--- config.mk ---
export PLATFORM = sky130hd
export DESIGN_NAME = uart_rx_line
export DESIGN_NICKNAME = d
export VERILOG_FILES = /design/src/rtl/uart_pkg.sv /design/src/rtl/uart_rx_byte.sv /design/src/rtl/uart_rx_line.sv
export SDC_FILE = /design/constraint.sdc
export NUM_CORES = 1
export LEC_CHECK = 0
export ABC_AREA = 0
export BUFFER_PORTS_ARGS = -buffer_cell sky130_fd_sc_hd__buf_2
export CAP_MARGIN = 20
export CORE_ASPECT_RATIO = 0.7
export CORE_MARGIN = 1.5
export CORE_UTILIZATION = 40
export DETAILED_ROUTE_END_ITERATION = 10
export GPL_ROUTABILITY_DRIVEN = 0
export PLACE_DENSITY = 0.6
export SYNTH_ARGS = -nofsm -noshare
export SYNTH_HDL_FRONTEND = slang
export SYNTH_SLANG_ARGS = --single-unit
--- constraint.sdc ---
create_clock -name clk -period 5.1 [get_ports clk]
set_input_delay 0.51 -clock clk [delete_from_list [all_inputs] [get_ports clk]]
set_output_delay 0.51 -clock clk [all_outputs]
set_load 0.01 [all_outputs]
--- src/rtl/uart_pkg.sv ---
// uart_pkg: shared types and constants for the UART receive path.
//   UART_LF          line terminator byte
//   uart_byte_t      one received byte
//   uart_rx_state_t  bit-level receiver FSM states
package uart_pkg;

    localparam logic [7:0] UART_LF = 8'h0A;

    typedef logic [7:0] uart_byte_t;

    typedef enum logic [2:0] {
        IDLE,
        START,
        DATA,
        STOP,
        WAIT_HI
    } uart_rx_state_t;

endpackage

--- src/rtl/uart_rx_byte.sv ---
// uart_rx_byte: 8N1 byte receiver (synchroniser + bit FSM + baud counter).
//   clk, rst_n  system clock, async active-low reset
//   rx          raw UART input, idle high, asynchronous to clk
//   rx_byte     last assembled byte (valid while byte_vld is high)
//   byte_vld    one-cycle pulse: good byte, stop bit sampled 1
//   frame_err   one-cycle pulse: stop bit sampled 0, byte dropped
//   idle        FSM is in IDLE (used by the line-level timeout)
module uart_rx_byte
    import uart_pkg::*;
#(
    parameter int CLK_DIV = 434
) (
    input  logic       clk,
    input  logic       rst_n,
    input  logic       rx,
    output uart_byte_t rx_byte,
    output logic       byte_vld,
    output logic       frame_err,
    output logic       idle
);

    localparam int CW = $clog2(CLK_DIV);
    localparam logic [CW-1:0] HALF = CW'(CLK_DIV / 2 - 1);
    localparam logic [CW-1:0] FULL = CW'(CLK_DIV - 1);

    logic           rx_meta, rx_sync, rx_prev;
    uart_rx_state_t state, nxt;
    logic [CW-1:0]  cnt;
    logic [2:0]     bit_idx;
    uart_byte_t     shreg;
    logic           half_tick, full_tick;

    assign half_tick = (cnt == HALF);
    assign full_tick = (cnt == FULL);
    assign rx_byte   = shreg;

    // Two-flop synchroniser plus one more stage for falling-edge detection.
    always_ff @(posedge clk or negedge rst_n) begin
        if (!rst_n) begin
            rx_meta <= 1'b1;
            rx_sync <= 1'b1;
            rx_prev <= 1'b1;
        end else begin
            rx_meta <= rx;
            rx_sync <= rx_meta;
            rx_prev <= rx_sync;
        end
    end

    always_ff @(posedge clk or negedge rst_n) begin
        if (!rst_n) state <= IDLE;
        else        state <= nxt;
    end

    always_comb begin
        nxt = state;
        unique case (state)
            IDLE:    if (rx_prev && !rx_sync)     nxt = START;
            START:   if (half_tick)               nxt = rx_sync ? IDLE : DATA;
            DATA:    if (full_tick && &bit_idx)   nxt = STOP;
            STOP:    if (full_tick)               nxt = rx_sync ? IDLE : WAIT_HI;
            WAIT_HI: if (rx_sync)                 nxt = IDLE;
            default:                              nxt = IDLE;
        endcase
    end

    always_comb begin
        byte_vld  = (state == STOP) && full_tick &&  rx_sync;
        frame_err = (state == STOP) && full_tick && !rx_sync;
        idle      = (state == IDLE);
    end

    // Baud counter restarts on every state change so START times a half
    // bit from the edge and DATA/STOP land in the middle of each bit.
    always_ff @(posedge clk or negedge rst_n) begin
        if (!rst_n) begin
            cnt     <= '0;
            bit_idx <= '0;
            shreg   <= '0;
        end else begin
            if (state != nxt || (state == DATA && full_tick)) cnt <= '0;
            else                                              cnt <= cnt + 1'b1;
            if (state == START) bit_idx <= '0;
            if (state == DATA && full_tick) begin
                shreg   <= {rx_sync, shreg[7:1]};   // LSB first
                bit_idx <= bit_idx + 1'b1;
            end
        end
    end

endmodule

--- src/rtl/uart_rx_line.sv ---
// uart_rx_line: assembles UART bytes into LF-terminated lines of up to 8 bytes.
//   clk, rst_n  system clock, async active-low reset
//   i_rx        UART serial input, idle high
//   o_data      received line, first byte of a full line in [7], last in [0]
//   o_len       valid bytes in o_data (0..8)
//   o_valid     one-cycle strobe qualifying o_data/o_len/o_err/o_ovf
//   o_err       framing error seen during this line
//   o_ovf       more than 8 non-LF bytes seen; extras dropped
// Optional: define UART_RX_LINE_TIMEOUT_EN to flush a partial line after
// UART_RX_TIMEOUT_BITS idle bit-times.
module uart_rx_line
    import uart_pkg::*;
#(
    parameter int UART_RX_CLK_DIV      = 434,
    parameter int UART_RX_TIMEOUT_BITS = 20
) (
    input  logic            clk,
    input  logic            rst_n,
    input  logic            i_rx,
    output logic [7:0][7:0] o_data,
    output logic [3:0]      o_len,
    output logic            o_valid,
    output logic            o_err,
    output logic            o_ovf
);

    uart_byte_t      rx_byte;
    logic            byte_vld, frame_err, rx_idle;
    logic [7:0][7:0] asm_data;
    logic [3:0]      count;
    logic            err_flag, ovf_flag;
    logic            to_flush, lf_flush, flush;

    uart_rx_byte #(.CLK_DIV(UART_RX_CLK_DIV)) u_byte (
        .clk       (clk),
        .rst_n     (rst_n),
        .rx        (i_rx),
        .rx_byte   (rx_byte),
        .byte_vld  (byte_vld),
        .frame_err (frame_err),
        .idle      (rx_idle)
    );

`ifdef UART_RX_LINE_TIMEOUT_EN
    localparam int TO_CYC = UART_RX_TIMEOUT_BITS * UART_RX_CLK_DIV;
    localparam int TW     = $clog2(TO_CYC + 1);
    logic [TW-1:0] idle_cnt;

    assign to_flush = rx_idle && (count != 4'd0) && (idle_cnt == TW'(TO_CYC - 1));

    // Leaving IDLE (start edge) or an empty line holds the counter at zero.
    always_ff @(posedge clk or negedge rst_n) begin
        if (!rst_n)                          idle_cnt <= '0;
        else if (!rx_idle || count == 4'd0 || to_flush) idle_cnt <= '0;
        else                                 idle_cnt <= idle_cnt + 1'b1;
    end
`else
    localparam int UNUSED_TIMEOUT_BITS = UART_RX_TIMEOUT_BITS;
    logic unused_idle;
    assign unused_idle = rx_idle;
    assign to_flush    = 1'b0;
`endif

    assign lf_flush = byte_vld && (rx_byte == UART_LF);
    assign flush    = lf_flush || to_flush;

    // asm_data is not cleared on flush: an empty line therefore re-presents
    // the previous line's bytes, keeping o_data unchanged for o_len=0.
    always_ff @(posedge clk or negedge rst_n) begin
        if (!rst_n) begin
            asm_data <= '0;
            count    <= '0;
            err_flag <= 1'b0;
            ovf_flag <= 1'b0;
            o_data   <= '0;
            o_len    <= '0;
            o_valid  <= 1'b0;
            o_err    <= 1'b0;
            o_ovf    <= 1'b0;
        end else begin
            o_valid <= 1'b0;
            if (frame_err) err_flag <= 1'b1;
            if (flush) begin
                o_valid  <= 1'b1;
                o_data   <= asm_data;
                o_len    <= count;
                o_err    <= err_flag;
                o_ovf    <= ovf_flag;
                count    <= '0;
                err_flag <= 1'b0;
                ovf_flag <= 1'b0;
            end else if (byte_vld) begin
                if (count < 4'd8) begin
                    asm_data <= {asm_data[6:0], rx_byte};
                    count    <= count + 1'b1;
                end else begin
                    ovf_flag <= 1'b1;
                end
            end
        end
    end

endmodule

==> Yosys cells after proc, flatten, opt, wreduce, memory -nomap -nowiden <==
Cells that the tools add are included.
{ "totals": {"ff_bits": 167, "latchBits": 0, "ramBits": 0, "romBits": 0, "in_bits": 3, "out_inout_bits": 71, "elab_cells": 82, "mem_count": 0} }
{ "op_classes": {"addsub": 3, "mul": 0, "n_div": 0, "magnitude_cmp": 1, "eq_ne": 9, "shifts": 0, "muxes": 20, "bitwise": 1, "reduce_logical": 18} }
{ "ops": {"columns": ["op", "n"], "rows": [
  ["two-way mux 3 bit", 8],
  ["case mux 3 bit (5 select lines)", 1],
  ["two-way mux 4 bit", 3],
  ["adder 9 x 1 -> 9 bit, second input constant", 1],
  ["== test 9 x 8 -> 1 bit, second input constant", 1],
  ["== test 9 bit, second input constant", 1],
  ["two-way mux 9 bit", 1],
  ["== test 8 x 4 -> 1 bit, second input constant", 1],
  ["nonzero test 2 bit", 4],
  ["logical AND 1 bit", 7],
  ["== test 3 x 2 -> 1 bit, second input constant", 2],
  ["two-way mux 1 bit", 6],
  ["AND reduction 3 bit", 2],
  ["adder 4 x 1 -> 4 bit, second input constant", 1],
  ["< comparator 4 bit, second input constant", 1],
  ["AND reduction 2 bit", 2],
  ["adder 3 x 1 -> 3 bit, second input constant", 1],
  ["== test 3 x 1 -> 1 bit, second input constant", 1],
  ["== test 3 bit, second input constant", 1],
  ["logical NOT 3 bit", 1],
  ["inequality test 3 bit", 1],
  ["two-way mux 2 bit", 1],
  ["inequality test 2 bit, second input constant", 1],
  ["logical NOT 1 bit", 1],
  ["other kinds (2)", 2]
]} }

==> Logic depth before layout (Yosys ltp) <==
{ "logic_depth": {"depth_word": 7, "mapped_depth": 9} }

==> Hierarchy <==
From an unflattened synthesis, not the netlist that was laid out.
{ "hier_totals": {"cells_unflattened": 426, "area_unflattened_um2": 6712.7} }
{ "by_module_without_submodules": {"columns": ["module", "instances", "cells_each", "area_each_um2"], "rows": [
  ["uart_rx_line", 1, 316, 5381.4],
  ["uart_rx_byte", 1, 110, 1331.3]
]} }

==> Worst setup path after synthesis <==
Ideal clock, no wire load.
{ "synth_path": {"kind": "register to register", "startpoint": "register u_byte.cnt[1]", "endpoint": "register asm_data[10] (netlist bit)", "setup_time_ns": 0.127, "t_arrival_ns": 1.869, "setup_slack_ns": 3.103, "stages_incl_launch_ff": 10, "path_buffers": 3, "cell_sequence": "dfrtp_1 -> inv_1 -> ha_1 -> and4b_1 -> buf_2 -> nand3_4 -> nor3b_2 -> buf_4 -> buf_6 -> mux2_1"} }
{ "synth_via": {"elab_chain_len": 6} }
{ "synth_lines": {"columns": ["item", "line", "source"], "rows": [
  ["start, declared", "uart_rx_byte.sv:28", "logic [CW-1:0] cnt;"],
  ["start signal, assigned", "uart_rx_byte.sv:82", "else cnt <= cnt + 1'b1;"],
  ["== test 9 bit (*)", "uart_rx_byte.sv:34", "assign full_tick = (cnt == FULL);"],
  ["logical AND 1 bit (*) (2 in series)", "uart_rx_byte.sv:68", "byte_vld = (state == STOP) && full_tick && rx_sync;"],
  ["logical AND 1 bit", "uart_rx_line.sv:64", "assign lf_flush = byte_vld && (rx_byte == UART_LF);"],
  ["NOT 1 bit (no line)", null, null],
  ["AND reduction 3 bit (no line) (*)", null, null],
  ["end signal, assigned", "uart_rx_line.sv:94", "asm_data <= {asm_data[6:0], rx_byte};"],
  ["end, declared", "uart_rx_line.sv:29", "logic [7:0][7:0] asm_data;"]
]} }
Mark *: on every way between the ends. The rest lies on a longest branch, timed or not.
A chain may end at the register's enable or synchronous reset.

==> Worst setup path in the final report <==
{ "layout_path": {"startpoint": "register u_byte.cnt[1]", "endpoint": "register o_data[56] (netlist bit)"} }
{ "layout_via": {"elab_chain_len": 4} }
{ "layout_lines": {"columns": ["item", "line", "source"], "rows": [
  ["== test 9 bit", "uart_rx_byte.sv:34", null],
  ["logical AND 1 bit (2 in series)", "uart_rx_byte.sv:68", null],
  ["logical AND 1 bit", "uart_rx_line.sv:64", null],
  ["end signal, assigned", "uart_rx_line.sv:85", "o_data <= asm_data;"],
  ["end, declared", "uart_rx_line.sv:20", "output logic [7:0][7:0] o_data,"]
]} }
Every way passes these cells.

==> key figures <==
Power and ir drop
  • PwrDens: 360.4 nW/µm²
  • Leak: 4.072 nW
  • Worst vdd ir: approximately 0.2 mV

Timing
  • Clk_skew: 0.01183 ns
  • Final setup TNS: 0 ns
  • Final setup vio count: 0
  • Slew headroom: 34.65%
  • Fmax achieved: about 340 MHz
  • Pins Over Slew Limit: 0
  • Hold_ws: 0.1441 ns
  • Tmin final: between 2 and 3 ns
  • Fin. Hold Viols: 0
  • Crit share post-route: 56.91%
  • Worst-margin pin slew: around 0.98 ns
  • Unrepaired setup endpoints after global routing: false

Cells and area
  • Nets: about 510
  • Antenna cells: 0
  • Area growth, synth to finish: 18.18%
  • Share of cells above drive strength 1: 43.11%
  • Post-layout util: 49.11%
  • Cell area after layout: 7752 µm²

Synthesis
  • Post-Syn Area: 6560 µm²
  • Post-Synthesis Cells: 425
  • EDFF count, synth: 0
  • Syn Area/Cell: 15.44 µm²
  • Number of synthesized register bits: 167
  • Primary FF master, synth: dfrtp_1
  • Largest area contributor in the netlist: dfrtp_1
  • Warnings from Yosys: 0
  • Post-synth ARST share: 100.0%
  • Yosys cell types: 44
  • Sequential share of the synthesized area: 63.76%
  • Yosys top cell area share: 62.56%
  • Synthesized net count: roughly 430
  • Synth area leaders: dfrtp_1, mux2_2, mux2_1

Worst setup path
  • CP Capture Type: register
  • Critical path arrival: 3.20 ns
  • Crit path max fanout: 32
  • Required time of the critical path: between 5 and 6 ns
  • Worst setup SP type: register
  • Critical path type: register to register

Global route
  • Total grt overflow: 0
  • Vias in the first global route: 3633
  • GRT Overall Usage: 14.93%
  • Initial antenna violation count: 0
  • First-pass GRT wire length: 19490 µm
  • Largest net degree at the start of global routing: 83

Die
  • IO Pins: 74
  • Die height: 110.1 µm
  • Starting density of the core: 41.56%
  • Core Region: ~16000 µm²
  • Die W: 156.1 µm
  • Die Area: ~17000 µm²
  • Row cnt: 38

Clocking
  • Setup Fix Bufs, Post-CTS: 0
  • Hold-fix buffers, CTS: 0
  • Post_cts resized: 0
  • Total CTS buffers: 17
  • Clock buffer depth: 2
  • H-tree Lvls: 4
  • Clock Tree Root: clkbuf_16
  • Clock slew at reported path FFs: roughly 0.070 ns
  • Sink Count: between 150 and 200
  • Worst skew pair latency: 0.42 ns
  • CTS tree: built

Drt
  • TritonRoute pass-1 iters: 4
  • # DRC: 0
  • Antenna Nets Post-Route: 0
  • Post-Route WL: 11910 µm
  • Routed via count: 3594
  • DR WL/cell: approximately 16 µm
  • DRT iter0 DRCs: 134
  • Vias per cell: a little under 5

Place
  • Port Buffers: 73
  • Placed inst area: 7127 µm²
  • Post-DP HPWL: roughly 7900 µm

Min path
  • Hold Crit Class: input pin to asynchronous set/reset pin

Outcome
  • Status: complete, no violations

Flow run
  • Max-cap violations: 0
logic make-up (layout without fill, tap and decap cells):
logic type | after synthesis | in the layout | synth area share, %
buffers and inverters | 26 | 116 | 2.498
AND/OR/NAND/NOR | 55 | 55 | 4.750
flip-flops | 167 | 167 | 63.76
adder cells (fa/ha/maj) | 6 | 6 | 1.144
AO/OA/AOI/OAI | 19 | 19 | 2.060
XOR/XNOR | 7 | 7 | 0.9346
multiplexers | 145 | 145 | 24.85
synth_stat cells (2+ instances only):
| library cell | number |
|---|---|
| dfrtp_1 | 164 |
| mux2_2 | 105 |
| mux2_1 | 38 |
| nor2_1 | 18 |
| nand3_1 | 9 |
| buf_4 | 8 |
| nand2_1 | 8 |
| ha_1 | 6 |
| inv_1 | 6 |
| buf_2 | 5 |
| xnor2_1 | 5 |
| buf_6 | 4 |
| a21o_1 | 3 |
| clkbuf_1 | 3 |
| dfstp_2 | 3 |
| o21ai_0 | 3 |
| a21oi_1 | 2 |
| and4b_1 | 2 |
| mux2i_1 | 2 |
| nor2_2 | 2 |
| nor3_1 | 2 |
| nor4b_1 | 2 |
| o211ai_1 | 2 |
| o22ai_1 | 2 |
| xor2_1 | 2 |
area by class of cell:
cell class	count	area, µm²
clock buffers	22	494.2
clock inverters	9	116.4
flip-flops and latches	167	4183
inverters	6	22.52
well taps	220	275.3
repair buffers	79	436.7
multi-input cells	232	2225
fillers	1402	8033
placed cells by master (no fill, tap or decap), drive strengths merged, types with 3 or more instances in the layout:
cell	instances
ha	6
nand3	10
dfrtp	164
inv	7
clkinvlp	4
a21o	3
mux2	143
buf	79
clkbuf	22
xnor2	5
dfstp	3
nor2	20
nand2	8
o21ai	3
sequential cells by signal, summed over array words and instances (netlist names):
| name | flops |
|---|---|
| o_len | 4 |
| ovf_flag | 1 |
| u_byte.rx_prev | 1 |
| o_data | 64 |
| u_byte.state | 3 |
| asm_data | 64 |
| u_byte.rx_byte | 8 |
| err_flag | 1 |
| u_byte.bit_idx | 3 |
| count | 4 |
| u_byte.rx_sync | 1 |
| o_valid | 1 |
| o_ovf | 1 |
| u_byte.cnt | 9 |
| o_err | 1 |
| u_byte.rx_meta | 1 |
worst max-delay path: stages (launching register included):
cell	delay (ns)
dfrtp_1	0.40
inv_1	0.08
ha_1	0.14
and4b_1	0.37
nand3_4	0.18
nor2_4	0.78
buf_4	0.44
mux2_2	0.38
per-layer routing:
metal  track usage, %  share of wire, %  vias to the layer above
met1            22.19                53                     1851
met3            3.909               3.4                       12
met4            4.490               1.0                        0
met2            21.33                43                       61
met5                0                 0                        -
li1                 -                 -                     1670
report_power, final:
part / internal (mW) / total, mW / switching, mW
Combinational: 0.0395 / 0.104 / 0.0644
Clock: 0.787 / 1.30 / 0.511
Sequential: 1.35 / 1.39 / 0.0385
Total: 2.18 / 2.79 / 0.614
worst paths after layout:
check                               start             end  slack, ns  cells after the start
max                         u_byte.cnt[1]      o_data[56]       2.20                      7
min                                 rst_n       o_data[5]       0.14                      1
max reg2reg                 u_byte.cnt[1]      o_data[56]       2.20                      7
min reg2reg                u_byte.rx_meta  u_byte.rx_sync       0.36                      0
max in group asynchronous           rst_n      o_data[38]       3.82                      2
min in group clk                     i_rx  u_byte.rx_meta       0.18                      1
per-stage QoR:
stage | total power, mW | setup WS, ns | std cells
2_1_floorplan | 1.473 | 3.103 | 425
3_3_place_gp | 1.517 | 2.224 | 703
3_5_place_dp | 1.523 | 2.133 | 703
4_1_cts | 2.831 | 2.113 | 734
5_1_grt | 2.914 | 2.022 | 735
6_report | 2.794 | 2.198 | 735
(Power assumes the default switching activity.)
